===== src/rtl/jb_prach_pkg.sv =====
// Shared types and constants for the PRACH serial-to-parallel demux.
// Optional error counter is enabled by JB_PRACH_S2P_ERR_CNT_EN.
package jb_prach_pkg;

  localparam int JB_PRACH_PRECISION = 16;

  typedef logic [2*JB_PRACH_PRECISION-1:0] prach_sample_t;

  localparam logic [0:0] ST_IDLE    = 1'b0;
  localparam logic [0:0] ST_COLLECT = 1'b1;

  localparam int ERR_CNT_W = 16;

endpackage


===== src/rtl/jb_prach_s2p_seq_chk.sv =====
// Antenna-sequence checker: state machine, expected index, seq_err pulse and
// per-beat store/publish controls. Optional err_cnt under JB_PRACH_S2P_ERR_CNT_EN.
module jb_prach_s2p_seq_chk
  import jb_prach_pkg::*;
#(
  parameter int N_ANTENNAS = 4,
  parameter int USR_ID_BW  = 2
) (
  input  logic                 clk_4x,
  input  logic                 reset_4x,
  input  logic                 clk_en_i,
  input  logic                 sync_clr_i,
  input  logic                 tvalid_i,
  input  logic [USR_ID_BW-1:0] tuser_i,
  output logic                 store_o,
  output logic [USR_ID_BW-1:0] store_idx_o,
  output logic                 publish_o,
  output logic                 seq_err_o
`ifdef JB_PRACH_S2P_ERR_CNT_EN
  , input  logic                 err_cnt_clr_i
  , output logic [ERR_CNT_W-1:0] err_cnt_o
`endif
);

  localparam logic [USR_ID_BW-1:0] LAST_IDX = USR_ID_BW'(N_ANTENNAS - 1);

  logic [0:0]           state_q, state_d;
  logic [USR_ID_BW-1:0] exp_q, exp_d;
  logic                 seq_err_q;
  logic                 err_evt;
  logic                 beat;

  assign beat = clk_en_i & tvalid_i & ~sync_clr_i;

  always_comb begin
    state_d   = state_q;
    exp_d     = exp_q;
    store_o   = 1'b0;
    publish_o = 1'b0;
    err_evt   = 1'b0;
    if (clk_en_i && sync_clr_i) begin
      state_d = ST_IDLE;
      exp_d   = '0;
    end else if (beat) begin
      // In IDLE exp_q is 0, so a match there is exactly "index 0 starts a group".
      if (tuser_i == exp_q) begin
        if (state_q == ST_COLLECT && exp_q == LAST_IDX) begin
          publish_o = 1'b1;
          state_d   = ST_IDLE;
          exp_d     = '0;
        end else begin
          store_o = 1'b1;
          state_d = ST_COLLECT;
          exp_d   = exp_q + USR_ID_BW'(1);
        end
      end else begin
        err_evt = 1'b1;
        if (tuser_i == '0) begin
          store_o = 1'b1;
          state_d = ST_COLLECT;
          exp_d   = USR_ID_BW'(1);
        end else begin
          state_d = ST_IDLE;
          exp_d   = '0;
        end
      end
    end
  end

  // Stores only happen for a matching index or a restart at 0, both equal tuser.
  assign store_idx_o = tuser_i;

  always_ff @(posedge clk_4x) begin
    if (reset_4x) begin
      state_q   <= ST_IDLE;
      exp_q     <= '0;
      seq_err_q <= 1'b0;
    end else begin
      state_q   <= state_d;
      exp_q     <= exp_d;
      seq_err_q <= err_evt;
    end
  end

  assign seq_err_o = seq_err_q;

`ifdef JB_PRACH_S2P_ERR_CNT_EN
  logic [ERR_CNT_W-1:0] err_cnt_q;

  always_ff @(posedge clk_4x) begin
    if (reset_4x) begin
      err_cnt_q <= '0;
    end else if (clk_en_i) begin
      if (err_cnt_clr_i)
        err_cnt_q <= '0;
      else if (err_evt && err_cnt_q != '1)
        err_cnt_q <= err_cnt_q + ERR_CNT_W'(1);
    end
  end

  assign err_cnt_o = err_cnt_q;
`endif

endmodule


===== src/rtl/jb_prach_s2p.sv =====
// PRACH TDM-to-parallel demux: collects one beat per antenna and publishes the
// group on parallel lanes. Optional err_cnt under JB_PRACH_S2P_ERR_CNT_EN.
module jb_prach_s2p
  import jb_prach_pkg::*;
#(
  parameter int N_ANTENNAS = 4,
  parameter int PRECISION  = JB_PRACH_PRECISION,
  parameter int USR_ID_BW  = 2
) (
  input  logic                   clk_4x,
  input  logic                   reset_4x,
  input  logic                   clk_en,
  input  logic                   sync_clr,
  input  logic                   tvalid_in,
  input  logic [2*PRECISION-1:0] tdata_in,
  input  logic [USR_ID_BW-1:0]   tuser_in,
  output logic                   tvalid_out,
  output logic [2*PRECISION-1:0] tdata_out [N_ANTENNAS],
  output logic                   seq_err
`ifdef JB_PRACH_S2P_ERR_CNT_EN
  , input  logic                 err_cnt_clr
  , output logic [ERR_CNT_W-1:0] err_cnt
`endif
);

  logic                   store;
  logic [USR_ID_BW-1:0]   store_idx;
  logic                   publish;
  logic                   tvalid_q;
  logic [2*PRECISION-1:0] hold_q  [N_ANTENNAS-1];
  logic [2*PRECISION-1:0] lanes_q [N_ANTENNAS];

  jb_prach_s2p_seq_chk #(
    .N_ANTENNAS (N_ANTENNAS),
    .USR_ID_BW  (USR_ID_BW)
  ) u_seq_chk (
    .clk_4x      (clk_4x),
    .reset_4x    (reset_4x),
    .clk_en_i    (clk_en),
    .sync_clr_i  (sync_clr),
    .tvalid_i    (tvalid_in),
    .tuser_i     (tuser_in),
    .store_o     (store),
    .store_idx_o (store_idx),
    .publish_o   (publish),
    .seq_err_o   (seq_err)
`ifdef JB_PRACH_S2P_ERR_CNT_EN
    , .err_cnt_clr_i (err_cnt_clr)
    , .err_cnt_o     (err_cnt)
`endif
  );

  // The last beat bypasses the hold registers straight onto its lane.
  always_ff @(posedge clk_4x) begin
    if (reset_4x) begin
      tvalid_q <= 1'b0;
      for (int i = 0; i < N_ANTENNAS - 1; i++) hold_q[i] <= '0;
      for (int i = 0; i < N_ANTENNAS; i++)     lanes_q[i] <= '0;
    end else begin
      tvalid_q <= publish;
      for (int i = 0; i < N_ANTENNAS - 1; i++) begin
        if (store && store_idx == USR_ID_BW'(i))
          hold_q[i] <= tdata_in;
      end
      if (publish) begin
        for (int i = 0; i < N_ANTENNAS - 1; i++) lanes_q[i] <= hold_q[i];
        lanes_q[N_ANTENNAS-1] <= tdata_in;
      end
    end
  end

  assign tvalid_out = tvalid_q;
  assign tdata_out  = lanes_q;

endmodule


===== config.mk =====
export PLATFORM = sky130hd
export DESIGN_NAME = jb_prach_s2p
export DESIGN_NICKNAME = d
export VERILOG_FILES = /design/src/rtl/jb_prach_pkg.sv /design/src/rtl/jb_prach_s2p_seq_chk.sv /design/src/rtl/jb_prach_s2p.sv
export SDC_FILE = /design/constraint.sdc
export NUM_CORES = 1
export LEC_CHECK = 0
export ABC_AREA = 1
export CAP_MARGIN = 20
export CORE_UTILIZATION = 32
export DETAILED_ROUTE_END_ITERATION = 10
export HOLD_SLACK_MARGIN = 0.08
export PLACE_DENSITY = 0.51
export SYNTH_ARGS = -nofsm -noshare
export SYNTH_HDL_FRONTEND = slang
export SYNTH_SLANG_ARGS = --single-unit
export TNS_END_PERCENT = 100

===== constraint.sdc =====
create_clock -name clk_4x -period 6.01 [get_ports clk_4x]
set_clock_uncertainty 0.15 [all_clocks]
set_input_delay 1.803 -clock clk_4x [delete_from_list [all_inputs] [get_ports clk_4x]]
set_output_delay 1.803 -clock clk_4x [all_outputs]
set_load 0.005 [all_outputs]

==> impl_metrics.csv <==
group,metric,value,unit
power,p_sw,0.000693,W
route,top_layer_used,"met4",
worst_setup_path,rr_endpoint,"tdata_out[6]",
placed_design,dpl.hpwl,13.9,mm
sta,relSlewSlack,0.319,
sta,hold_viol_final,0,
route,drc_errors,0,
floorplanning,initial_core_util,0.329,
sta,worst_slew_pin_slew,1.02,ns
clock_network,htree_levels,1,
route,wl,22.9,mm
final_layout,layout-drive-gt1-share,0.0586,
power,ir_worst_vdd,173,uV
floorplanning,core,25400,um^2
sta,fin_hold_ws,0.307,ns
worst_setup_path,worst_ep_arrival_time,4.39,ns
worst_setup_path,critical_path_class,"primary input to flop",
power,total_power,0.00320,W
worst_setup_path,r2r_slack,2.97,ns
worst_setup_path,crit_fanout,75,
clock_network,cts-root-buf,"clkbuf_16",
placed_design,port-buffer-count,168,
synth,ys_seq_area_frac,0.664,
power,p_leak,3.73,nW
synth,synth.avg_cell_area,10.4,um^2
global_route,grt-ovfl-total,0,
sta,min_period,4.10,ns
power,pwr-share-seq,0.515,
route,dr.pass1.iters,4,
route,drt-initial-drc-count,446,
route,wl_met1,10.6,mm
global_route,grt_pass1_wl,35.7,mm
sta,setup_violations,0,
route,wl_per_cell,17.8,um
clock_network,cts_buffer_depth,3,
sta,rsz0062_at_grt,"no",
clock_network,clk_latency,0.52,ns
worst_setup_path,ff2ff_path_depth,8,
synth,yosysWarningCount,0,
route,routed_via_density,4.90,
placed_design,place_congestion,0.768,
synth,syn_inst,802,
sta,fin_tns_setup,0,ns
outcome,status,"finished, final reports clean",
clock_network,cts_sinks,229,
min_path,whs_path_depth,2,
sta,timing.final.crit_share,0.683,
synth,ys_ff_latch,229,
floorplanning,io_pins,169,
power,combPwrFrac,0.036,
min_path,min_path_type,"flop to flop",
global_route,antenna_found_initial,1,
clock_network,ctsHoldBuffers,0,
floorplanning,die_area,26800,um^2
floorplanning,fp.dieH,164,um
final_layout,final_cells,1287,
global_route,grtUsageTotal,0.170,
run,cap_violations,0,
floorplanning,rows,58,
min_path,holdCritStartpoint,"tdata_out[120]",
synth,synth_area,8360,um^2
final_layout,area_delta_synth_final,31.6,%
final_layout,num-nets-final,977,
route,ant_nets,0,
worst_setup_path,endpoint_kind,"flop",
synth,synthDistinctLibCells,20,
placed_design,placed_cells_incl_taps,1238,
sta,finalMaxSlewViolations,0,
power,internal-power,0.00250,W
clock_network,clkTransAtPathRegs,0.06,ns
synth,synth_nets,842,
clock_network,post-cts-setup-buffers,0,
min_path,holdPathEnd,"tdata_out[120]",
worst_setup_path,crit_required,6.30,ns
power,power_frac_clock,0.449,
sta,max_freq,244,MHz
power,p_sw_frac,0.217,
clock_network,cts_tree,"built",
clock_network,cts-buffers-inserted,26,
power,p_per_area,291,nW/um^2
route,routed-wl-met3,1.29,mm
worst_setup_path,cp-start-kind,"primary input",
route,dr_wl_met2,10.7,mm
worst_setup_path,r2r-start,"u_seq_chk.exp_q[1]",
global_route,grt_max_degree,99,
route,num_vias,6311,
clock_network,cts_resized,0,
final_layout,postLayoutCoreUtil,0.433,
floorplanning,die_x,164,um
global_route,grt_pass1_vias,6153,
-- metal layers --
| layer | vias up | global-route usage |
|---|---|---|
| met5 | - | 0 |
| met4 | 0 | 0.0349 |
| met3 | 22 | 0.0343 |
| met2 | 154 | 0.276 |
| met1 | 3027 | 0.234 |
| li1 | 3108 | - |
-- state kept, by name, summed over array words and instances (netlist names) --
| signal | count |
|---|---|
| u_seq_chk.state_q | 1 |
| tvalid_out | 1 |
| tdata_out | 128 |
| u_seq_chk.exp_q | 2 |
| hold_q | 96 |
| u_seq_chk.seq_err_o | 1 |
-- cell usage after synthesis --
cell type	number	area [um^2]
nand3_1	5	25.0
nor3_1	1	5.00
xnor2_1	1	8.76
clkbuf_1	27	101
buf_2	34	170
o21ai_0	3	15.0
edfxtp_1	96	2880
o211ai_1	1	7.51
nor2_4	1	11.3
dfxtp_1	133	2660
a21oi_1	133	666
ha_1	1	12.5
nand2_1	151	567
inv_2	2	7.51
nor2_2	1	6.26
buf_6	12	135
nor2_1	33	124
inv_1	37	139
buf_1	1	3.75
nand4_1	129	807
-- worst max-delay path: stages --
cell	delay (ns)
clkdlybuf4s50_1	0.48
nand2_1	0.09
nor2_4	0.17
buf_4	0.53
buf_4	0.73
nand4_1	0.21
a21oi_1	0.20
-- power groups by stage --
stage          combinational, W  clock (W)  sequential [W]
2_1_floorplan         0.0000634          0         0.00168
3_3_place_gp           0.000114          0         0.00168
3_5_place_dp           0.000115          0         0.00168
4_1_cts                0.000116    0.00148         0.00165
5_1_grt                0.000127    0.00155         0.00165
6_report               0.000116    0.00144         0.00165
-- cells in the final DEF (no fill, tap or decap), drive strengths merged --
cell / Yosys / layout
buf: 47 / 14
diode: 0 / 1
nor3: 1 / 1
nand3: 5 / 5
a21oi: 133 / 133
edfxtp: 96 / 96
inv: 39 / 39
nand2: 151 / 151
o211ai: 1 / 1
clkbuf: 27 / 36
ha: 1 / 1
nand4: 129 / 129
clkinv: 0 / 11
clkdlybuf4s50: 0 / 167
xnor2: 1 / 1
o21ai: 3 / 3
dfxtp: 133 / 133
nor2: 35 / 35
-- worst max path at each step --
stage	from	to	slack, ns
5_1_grt	clk_en	tdata_out[37]	1.74
3_5_place_dp	clk_en	tdata_out[36]	1.42
4_1_cts	clk_en	tdata_out[36]	1.96
2_1_floorplan	clk_en	hold_q[0][32]	0.73
6_report	clk_en	tdata_out[36]	1.91
3_3_place_gp	clk_en	tdata_out[36]	1.42
-- cells by family (layout without fill, tap and decap cells) --
family | after synthesis | count (layout) | share of synthesized area
AO/OA/AOI/OAI | 137 | 137 | 0.0823
XOR/XNOR | 1 | 1 | 0.00105
other | 0 | 1 | 0
adder cells (fa/ha/maj) | 1 | 1 | 0.00150
buffers and inverters | 113 | 267 | 0.0666
AND/OR/NAND/NOR | 321 | 321 | 0.185
flip-flops | 229 | 229 | 0.664
-- cell type report --
class	instances	area, um^2
multi-input cells	460	2310
fillers	2480	14400
clock inverters	11	47.5
flip-flops and latches	229	5550
inverters	39	149
well taps	330	413
clock buffers	36	719
repair buffers	181	1820
diodes	1	2.50
-- metrics by stage --
step,cell area [um^2],worst slack [ns]
5_1_grt,11000,1.74
4_1_cts,11000,1.96
3_5_place_dp,10200,1.42
2_1_floorplan,8360,0.730
3_3_place_gp,10200,1.42
6_report,11000,1.91
Note: power is estimated with default switching activity, not from simulation.
